### config.mk
export PLATFORM = sky130hd
export DESIGN_NAME = hazard_ctrl_sb_flat
export DESIGN_NICKNAME = d
export VERILOG_FILES = /design/src/rtl/hazard_ctrl_sb_if.sv /design/src/rtl/hazard_ctrl_sb.sv /design/src/flat_wrapper.sv
export SDC_FILE = /design/constraint.sdc
export NUM_CORES = 1
export LEC_CHECK = 0
export BUFFER_PORTS_ARGS = -buffer_cell sky130_fd_sc_hd__buf_2
export CORE_MARGIN = 2
export CORE_UTILIZATION = 50
export CTS_BUF_LIST = sky130_fd_sc_hd__clkbuf_4 sky130_fd_sc_hd__clkbuf_8
export DETAILED_ROUTE_END_ITERATION = 7
export GPL_ROUTABILITY_DRIVEN = 0
export HOLD_SLACK_MARGIN = 0.12
export PLACE_DENSITY = 0.81
export SLEW_MARGIN = 20
export SYNTH_ARGS = -nofsm -noshare
export SYNTH_HDL_FRONTEND = slang
export SYNTH_SLANG_ARGS = --single-unit
### constraint.sdc
create_clock -name clock -period 2.8 [get_ports clock]
set_input_delay 0.84 -clock clock [delete_from_list [all_inputs] [get_ports clock]]
set_output_delay 0.84 -clock clock [all_outputs]
set_load 0.01 [all_outputs]
### src/rtl/hazard_ctrl_sb_if.sv
// ID-stage hazard control bus: decoded ID fields in, pipeline enables and stall stats out.
interface hazard_ctrl_sb_if #(
  parameter int ADDR_W = 5,
  parameter int CNT_W  = 16
);
  logic              id_valid;
  logic [6:0]        opcode;
  logic [ADDR_W-1:0] rs1;
  logic [ADDR_W-1:0] rs2;
  logic [ADDR_W-1:0] rd;
  logic              pc_load;
  logic              if_id_load;
  logic              if_id_flush;
  logic              id_ex_bubble;
  logic              busy_state;
  logic [CNT_W-1:0]  stall_count;

  modport master (
    output id_valid, opcode, rs1, rs2, rd,
    input  pc_load, if_id_load, if_id_flush, id_ex_bubble, busy_state, stall_count
  );

  modport slave (
    input  id_valid, opcode, rs1, rs2, rd,
    output pc_load, if_id_load, if_id_flush, id_ex_bubble, busy_state, stall_count
  );
endinterface

### src/rtl/hazard_ctrl_sb.sv
// ID hazard unit with in-flight rd scoreboard, branch-wait FSM and saturating stall counter.
// Outputs are combinational from ID fields and state; scoreboard sees an issue one cycle later.
// Stalls front end on RAW hazards and for BRANCH_LAT cycles after control flow; HAZARD_FWD_EN limits stalls to load-use.
module hazard_ctrl_sb #(
  parameter int ADDR_W     = 5,
  parameter int DEPTH      = 3,
  parameter int BRANCH_LAT = 2,
  parameter int CNT_W      = 16
) (
  input  logic             clock,
  input  logic             reset,
  hazard_ctrl_sb_if.slave  bus
);
  localparam int CW = (BRANCH_LAT > 0) ? $clog2(BRANCH_LAT + 1) : 1;

  typedef struct packed {
    logic              valid;
    logic              is_load;
    logic [ADDR_W-1:0] tag;
  } slot_t;

  typedef enum logic {RUN, BR_WAIT} state_t;

  slot_t            slot_q [DEPTH];
  state_t           state_q, state_d;
  logic [CW-1:0]    cnt_q, cnt_d;
  logic [CNT_W-1:0] stall_q;

  logic uses_rs1, uses_rs2, writes_rd, is_load, is_cf;
  logic match_rs1, match_rs2, data_hazard, issue;

  always_comb begin
    uses_rs1  = bus.opcode inside {7'b0110011, 7'b0100011, 7'b1100011,
                                   7'b0000011, 7'b0010011, 7'b1100111};
    uses_rs2  = bus.opcode inside {7'b0110011, 7'b0100011, 7'b1100011};
    writes_rd = (bus.opcode inside {7'b0110011, 7'b0000011, 7'b0010011, 7'b1101111,
                                    7'b1100111, 7'b0110111, 7'b0010111}) && (bus.rd != '0);
    is_load   = (bus.opcode == 7'b0000011);
    is_cf     = bus.opcode inside {7'b1100011, 7'b1101111, 7'b1100111};
  end

  always_comb begin
    match_rs1 = 1'b0;
    match_rs2 = 1'b0;
`ifdef HAZARD_FWD_EN
    // Everything but a load still in EX is forwarded.
    match_rs1 = slot_q[0].valid && slot_q[0].is_load && (slot_q[0].tag == bus.rs1);
    match_rs2 = slot_q[0].valid && slot_q[0].is_load && (slot_q[0].tag == bus.rs2);
`else
    for (int k = 0; k < DEPTH; k++) begin
      if (slot_q[k].valid && (slot_q[k].tag == bus.rs1)) match_rs1 = 1'b1;
      if (slot_q[k].valid && (slot_q[k].tag == bus.rs2)) match_rs2 = 1'b1;
    end
`endif
    data_hazard = bus.id_valid &&
                  ((uses_rs1 && (bus.rs1 != '0) && match_rs1) ||
                   (uses_rs2 && (bus.rs2 != '0) && match_rs2));
  end

  always_comb begin
    state_d          = state_q;
    cnt_d            = cnt_q;
    issue            = 1'b0;
    bus.pc_load      = 1'b1;
    bus.if_id_load   = 1'b1;
    bus.if_id_flush  = 1'b0;
    bus.id_ex_bubble = 1'b0;
    case (state_q)
      RUN: begin
        if (data_hazard) begin
          bus.pc_load      = 1'b0;
          bus.if_id_load   = 1'b0;
          bus.id_ex_bubble = 1'b1;
        end else if (bus.id_valid) begin
          issue = 1'b1;
          if (is_cf) begin
            bus.if_id_flush = 1'b1;
            if (BRANCH_LAT > 0) begin
              bus.pc_load = 1'b0;
              state_d     = BR_WAIT;
              cnt_d       = CW'(BRANCH_LAT - 1);
            end
          end
        end
      end
      BR_WAIT: begin
        bus.if_id_load   = 1'b0;
        bus.id_ex_bubble = 1'b1;
        // Final wait cycle: PC captures the resolved target.
        bus.pc_load      = (cnt_q == '0);
        if (cnt_q == '0) state_d = RUN;
        else             cnt_d   = cnt_q - 1'b1;
      end
      default: state_d = RUN;
    endcase
  end

  always_ff @(posedge clock or negedge reset) begin
    if (!reset) begin
      state_q <= RUN;
      cnt_q   <= '0;
      stall_q <= '0;
      for (int k = 0; k < DEPTH; k++) slot_q[k] <= '0;
    end else begin
      state_q   <= state_d;
      cnt_q     <= cnt_d;
      slot_q[0] <= issue ? slot_t'{valid: writes_rd, is_load: is_load, tag: bus.rd} : '0;
      for (int k = 1; k < DEPTH; k++) slot_q[k] <= slot_q[k-1];
      if (!bus.pc_load && (stall_q != '1)) stall_q <= stall_q + 1'b1;
    end
  end

  assign bus.busy_state  = (state_q == BR_WAIT);
  assign bus.stall_count = stall_q;
endmodule

### src/flat_wrapper.sv
// flat-port wrapper written by rule: the top's interface ports become plain ports
module hazard_ctrl_sb_flat 
#(
  parameter int ADDR_W     = 5,
  parameter int DEPTH      = 3,
  parameter int BRANCH_LAT = 2,
  parameter int CNT_W      = 16
)
  (clock, reset, bus_id_valid, bus_opcode, bus_rs1, bus_rs2, bus_rd, bus_pc_load, bus_if_id_load, bus_if_id_flush, bus_id_ex_bubble, bus_busy_state, bus_stall_count);
  hazard_ctrl_sb_if #(.ADDR_W(ADDR_W), .CNT_W(CNT_W)) bus_i ();
  input  logic clock;
  input  logic reset;
  input wire logic [$bits(bus_i.id_valid)-1:0] bus_id_valid;
  input wire logic [$bits(bus_i.opcode)-1:0] bus_opcode;
  input wire logic [$bits(bus_i.rs1)-1:0] bus_rs1;
  input wire logic [$bits(bus_i.rs2)-1:0] bus_rs2;
  input wire logic [$bits(bus_i.rd)-1:0] bus_rd;
  output wire logic [$bits(bus_i.pc_load)-1:0] bus_pc_load;
  output wire logic [$bits(bus_i.if_id_load)-1:0] bus_if_id_load;
  output wire logic [$bits(bus_i.if_id_flush)-1:0] bus_if_id_flush;
  output wire logic [$bits(bus_i.id_ex_bubble)-1:0] bus_id_ex_bubble;
  output wire logic [$bits(bus_i.busy_state)-1:0] bus_busy_state;
  output wire logic [$bits(bus_i.stall_count)-1:0] bus_stall_count;
  assign bus_i.id_valid = bus_id_valid;
  assign bus_i.opcode = bus_opcode;
  assign bus_i.rs1 = bus_rs1;
  assign bus_i.rs2 = bus_rs2;
  assign bus_i.rd = bus_rd;
  assign bus_pc_load = bus_i.pc_load;
  assign bus_if_id_load = bus_i.if_id_load;
  assign bus_if_id_flush = bus_i.if_id_flush;
  assign bus_id_ex_bubble = bus_i.id_ex_bubble;
  assign bus_busy_state = bus_i.busy_state;
  assign bus_stall_count = bus_i.stall_count;
  hazard_ctrl_sb #(.ADDR_W(ADDR_W), .DEPTH(DEPTH), .BRANCH_LAT(BRANCH_LAT), .CNT_W(CNT_W)) u_core (.clock(clock), .reset(reset), .bus(bus_i));
endmodule
### Word level (Yosys, flattened, before mapping)

Index checks and enable logic that the tools add are counted.

| operators by class | value |
|---|---|
| $add $sub $neg | 2 |
| eq/ne operators | 20 |
| mux-type cells | 29 |
| bitwise gates (word level) | 1 |
| reduce and logical (&&, ||, !) cells | 24 |

Operators with widths:

| kind | number |
|---|---|
| == test 5 bit | 6 |
| == test 7 x 6 -> 1 bit (second input constant) | 3 |
| == test 7 bit (second input constant) | 3 |
| 2-to-1 mux 1 bit | 19 |
| adder 16 x 1 -> 16 bit (second input constant) | 1 |
| inequality test 16 bit (second input constant) | 1 |
| nonzero test 5 bit | 3 |
| == test 7 x 5 -> 1 bit (second input constant) | 2 |
| logical AND 1 bit | 13 |
| 2-to-1 mux 2 bit | 4 |
| one-hot mux 1 bit (2 select lines) | 4 |
| == test 7 x 2 -> 1 bit (second input constant) | 1 |
| 2-to-1 mux 7 bit | 1 |
| nonzero test 7 bit | 1 |
| inequality test 2 bit (second input constant) | 3 |
| nonzero test 3 bit | 2 |
| nonzero test 6 bit | 1 |
| one-hot mux 2 bit (2 select lines) | 1 |
| AND reduction 4 bit | 1 |
| logical NOT 2 bit | 1 |
| inequality test 2 x 1 -> 1 bit (second input constant) | 1 |
| subtractor 2 x 1 -> 2 bit (second input constant) | 1 |
| logical NOT 1 bit | 1 |
| logical OR 1 bit | 1 |
| inverter 1 bit | 1 |

| word-level totals | value |
|---|---|
| register bits after elaboration | 37 |
| input bits | 25 |
| output and inout port bits | 21 |
| logic and storage cells | 85 |

### Logic depth before layout (Yosys ltp)

| depth | value |
|---|---|
| depth in word-level cells | 12 |
| mapped depth | 9 |
| mapped depth without buffers | 8 |

### Worst setup path after synthesis

OpenSTA, ideal clock, no wires.

| path | value |
|---|---|
| path type | input to output |
| start point | input port bus_rs1[0] |
| end point | output port bus_if_id_flush |
| data arrival time | 2.040 ns |
| data required time | 1.960 ns |
| slack | -0.080 ns |
| cell stages on the path | 5 |
| path buffers | 0 |
| cell sequence | or3_1 > o311a_1 > o31ai_4 > nand3_2 > nor2_1 |

| between the ends | value |
|---|---|
| word-level cells in the longest chain between the ends | 10 |
| elaborated cells on any way between the ends | 16 |
| those cells by class | 3 x eq/ne; 5 x mux; 8 x reduce/logical |

Ends and longest elaborated chain:

| what | line | text |
|---|---|---|
| start: declaration | flat_wrapper.sv:15 | `input wire logic [$bits(bus_i.rs1)-1:0] bus_rs1;` |
| == test 5 bit | hazard_ctrl_sb.sv:51 | `if (slot_q[k].valid && (slot_q[k].tag == bus.rs1)) match_rs1 = 1'b1;` |
| logical AND 1 bit | hazard_ctrl_sb.sv:51 |  |
| 2-to-1 mux 1 bit (3 in series) | hazard_ctrl_sb.sv:51 |  |
| logical AND 1 bit * | hazard_ctrl_sb.sv:56 | `((uses_rs1 && (bus.rs1 != '0) && match_rs1) \|\|` |
| logical OR 1 bit * | hazard_ctrl_sb.sv:56 |  |
| logical AND 1 bit * | hazard_ctrl_sb.sv:55 | `data_hazard = bus.id_valid &&` |
| 2-to-1 mux 1 bit * | hazard_ctrl_sb.sv:70 | `if (data_hazard) begin` |
| 2-to-1 mux 1 bit * | hazard_ctrl_sb.sv:68 | `case (state_q)` |
| end: declaration | flat_wrapper.sv:20 | `output wire logic [$bits(bus_i.if_id_flush)-1:0] bus_if_id_flush;` |

Mark *: on every way between the ends. The rest lies on a longest branch, timed or not.

### Final worst setup path

| path | value |
|---|---|
| start point | input port bus_rs1[1] |
| end point | output port bus_if_id_load |

| between the ends | value |
|---|---|
| word-level cells in the longest chain between the ends | 10 |
| elaborated cells on any way between the ends | 16 |
| those cells by class | 3 x eq/ne; 5 x mux; 8 x reduce/logical |

Ends and longest elaborated chain:

| what | line | text |
|---|---|---|
| == test 5 bit | hazard_ctrl_sb.sv:51 |  |
| logical AND 1 bit | hazard_ctrl_sb.sv:51 |  |
| 2-to-1 mux 1 bit (3 in series) | hazard_ctrl_sb.sv:51 |  |
| logical AND 1 bit * | hazard_ctrl_sb.sv:56 |  |
| logical OR 1 bit * | hazard_ctrl_sb.sv:56 |  |
| logical AND 1 bit * | hazard_ctrl_sb.sv:55 |  |
| 2-to-1 mux 1 bit * | hazard_ctrl_sb.sv:70 |  |
| one-hot mux 1 bit (2 select lines) * | hazard_ctrl_sb.sv:68 |  |
| end: declaration | flat_wrapper.sv:19 | `output wire logic [$bits(bus_i.if_id_load)-1:0] bus_if_id_load;` |

Marked as above.

==> reports/qor.csv <==
stage,metric,value,unit
global_routing,gr-total-overflow,0,
clocking,cts_buffers,5,
logic_synthesis,syn_area,1998,um2
job,maxCapViolCount,0,
global_routing,grt_max_degree,38,
power_and_ir_drop,combPwrFrac,19.3,%
detailed_routing,drtIter0Drc,83,
logic_synthesis,synth_seq_area_share,46.34,%
cells_and_area,area_growth,32.19,%
logic_synthesis,syn-num-nets,212,
sta,worstMarginPinSlew,0.7953,ns
clocking,post_cts_buffers,0,
sta,finalClockSkew,0.005500,ns
die,start_util,53.38,%
detailed_routing,final_antenna_net_count,0,
placed_design,port_buffers,45,
worst_setup_path,endpoint_kind,output port,
sta,fin_crit_sh,113.0,%
clocking,clockBufferDepth,2,
clocking,cts_root_buf,clkbuf_8,
clocking,cts_tree,done,
global_routing,track_usage,22.46,%
sta,slew-limit-headroom,46.98,%
clocking,clk_latency,0.29,ns
logic_synthesis,ys_ff_latch,37,
cells_and_area,fillerInstances,290,
detailed_routing,topRoutingLayerUsed,met4,
power_and_ir_drop,p_leak,1.324,nW
global_routing,grt_pass1_vias,1592,
detailed_routing,wl_met1,2029,um
worst_setup_path,path_class,in2out,
cells_and_area,drive_gt1_share,37.11,%
die,die_area,4518,um2
clocking,ctsHoldBuffers,0,
power_and_ir_drop,peakVddDrop,0.0003670,V
sta,setup_violations,4,
die,ios,46,
global_routing,grt_antenna_before_repair,0,
logic_synthesis,synth_cell_types,40,
cells_and_area,antenna_cells,0,
logic_synthesis,yosys_warnings,0,
detailed_routing,vias_per_cell,5.289,
die,die_y,67.22,um
hold_path,hp-class,reg2reg,
detailed_routing,met3WireLength,202,um
power_and_ir_drop,power.density,531.7,nW/um2
sta,setup_ws,-0.3639,ns
worst_setup_path,cp_max_fo,4,
sta,slew_violations,0,
outcome,violations,negative setup slack,
detailed_routing,drt-total-wl,4608,um
detailed_routing,wl_met2,2280,um
worst_setup_path,arrival,2.32,ns
power_and_ir_drop,p_switching,0.0003932,W
cells_and_area,final_nets,282,
die,core_area,3744,um2
worst_setup_path,cpPeakStageDelay,0.42,ns
detailed_routing,routedWlPerCell,15.16,um
sta,finalCriticalPeriod,3.164,ns
power_and_ir_drop,swShare,28.00,%
clocking,htreeDepth,2,
worst_setup_path,path_cells,buf_4 > xor2_1 > nor4_1 > and3_1 > o31ai_4 > nand2_1 > a21o_1 > inv_2 > buf_6,
clocking,cts.sink_count,37,
worst_setup_path,timing.critical_path.buf_inv,3,
power_and_ir_drop,pwr-share-seq,46.3,%
sta,rsz0062_at_grt,yes,
detailed_routing,firstDrtPassIters,4,
detailed_routing,drc,0,
sta,tns,-1.319,ns
sta,hold_viol_final,0,
power_and_ir_drop,p_int,0.001011,W
cells_and_area,regArea,925.9,um2
worst_setup_path,cp_slowest_cell,nor4_1,
cells_and_area,multi_input_area,1052,um2
die,rows,22,
cells_and_area,final_core_util,70.55,%
power_and_ir_drop,clock_power_share,34.4,%
logic_synthesis,syn_avg_cell_area,10.80,um2
worst_setup_path,crit_family,simple AND/OR/NAND/NOR gates,
worst_setup_path,required,1.96,ns
clocking,clk_pin_slew,0.07,ns
outcome,status,"finished, violations left",
global_routing,grt_pass1_wl,7348,um
logic_synthesis,syn_inst,185,
detailed_routing,vias,1608,
placed_design,dp_hpwl,3330,um
worst_setup_path,cp-start-kind,primary input,
die,die_x,67.22,um
sta,fmax,0.3161,GHz
==> sequential cells by signal (all words and copies together) (netlist names) <==
name                    cells
u_core.slot_q              18
u_core.bus.stall_count     16
u_core.bus.busy_state       1
u_core.cnt_q                2
==> metrics by stage <==
stage	setup WS, ns	std cells	power [W]	instance area, um2	hold slack (ns)
2_1_floorplan	-0.02601	185	0.0007958	2013	0.3660
3_3_place_gp	-0.2397	296	0.0009062	2434	0.4137
3_5_place_dp	-0.2662	296	0.0009166	2434	0.4072
4_1_cts	-0.2551	304	0.001401	2579	0.4262
5_1_grt	-0.4194	304	0.001476	2641	0.4232
6_report	-0.3639	304	0.001404	2641	0.4195
==> path summary, 6_finish.rpt <==
kind                                         from                    endpoint  slack [ns]  depth (start not counted)
worst max-delay path                   bus_rs1[1]              bus_if_id_load       -0.36                          9
worst min-delay path            u_core.slot_q[13]            u_core.slot_q[6]        0.42                          0
worst max register to register  u_core.slot_q[15]  u_core.bus.stall_count[11]        0.32                         10
worst min register to register  u_core.slot_q[13]            u_core.slot_q[6]        0.42                          0
max in group asynchronous                   reset            u_core.slot_q[9]        1.67                          1
min in group asynchronous                   reset       u_core.bus.busy_state        0.63                          1
==> power by group through the flow <==
stage	sequential (W)	clock [W]	combinational (W)
2_1_floorplan	0.000656	0	0.000140
3_3_place_gp	0.000655	0	0.000251
3_5_place_dp	0.000658	0	0.000258
4_1_cts	0.000648	0.000490	0.000264
5_1_grt	0.000658	0.000515	0.000302
6_report	0.000650	0.000483	0.000271
==> logic make-up (layout without fill, tap and decap cells) <==
| group | after synthesis | after routing | synth area share (%) |
|---|---|---|---|
| AND/OR/NAND/NOR | 70 | 70 | 21.10 |
| XOR/XNOR | 44 | 44 | 19.29 |
| flip-flops | 37 | 37 | 46.34 |
| buffers and inverters | 16 | 87 | 3.820 |
| AO/OA/AOI/OAI | 14 | 14 | 7.076 |
| adder cells (fa/ha/maj) | 2 | 2 | 1.252 |
| multiplexers | 2 | 2 | 1.127 |
==> placed cells by master (no fill, tap or decap), drive strengths merged, types with 5 or more instances in the layout <==
| master | count |
|---|---|
| inv | 15 |
| clkbuf | 7 |
| nor2 | 15 |
| nand3 | 13 |
| buf | 64 |
| xnor2 | 11 |
| xor2 | 33 |
| nor3 | 5 |
| nor4 | 12 |
| nand2 | 11 |
| dfrtp | 37 |
==> cell usage after synthesis <==
master / instances / area share (%)
xor2_1: 33 / 14
nand2b_1: 1 / 0.31
mux2_1: 1 / 0.56
ha_1: 2 / 1.3
a21oi_1: 1 / 0.25
or3_1: 2 / 0.63
a2111oi_0: 1 / 0.44
o211ai_1: 1 / 0.38
dfrtp_1: 37 / 46
o21ai_0: 1 / 0.25
a211o_1: 1 / 0.44
nand3b_1: 1 / 0.38
and2b_2: 1 / 0.44
and3_4: 1 / 0.56
nand3_1: 12 / 3.0
xnor2_1: 11 / 4.8
o21bai_1: 1 / 0.38
o22ai_1: 1 / 0.31
a31o_4: 1 / 0.88
and2b_1: 1 / 0.38
nor4_1: 10 / 3.1
nor3_2: 5 / 2.5
o311a_1: 1 / 0.50
nand3_2: 1 / 0.50
o32a_1: 1 / 0.50
o211ai_4: 1 / 1.1
nor4_2: 2 / 1.3
and3_1: 2 / 0.63
or4_1: 1 / 0.38
and3b_1: 1 / 0.44
a21o_1: 1 / 0.38
nand2_1: 11 / 2.1
mux2_2: 1 / 0.56
nand4_1: 2 / 0.63
inv_1: 15 / 2.8
nand4_4: 1 / 1.1
buf_12: 1 / 1.0
nor2_1: 15 / 2.8
o31ai_4: 1 / 1.1
o21ai_1: 1 / 0.25
==> final cells by class <==
class,instances,area share [%]
inverters,15,2.132
repair buffers,64,16.15
flip-flops and latches,37,35.05
clock inverters,1,1.137
well taps,48,2.274
multi-input cells,132,39.84
clock buffers,7,3.411
==> routing by layer <==
metal	track usage (%)	vias up
met3	4.667	9
met4	9.184	0
met5	0	-
met2	36.01	50
li1	-	769
met1	29.75	780
==> what timing repair did <==
action | in CTS | in global routing
pin swaps | 0 | 6
gates cloned | 0 | 0
resized for setup | 4 | 13
setup endpoints to repair | 4 | 4
No activity file was read; power rests on OpenSTA's default activity.
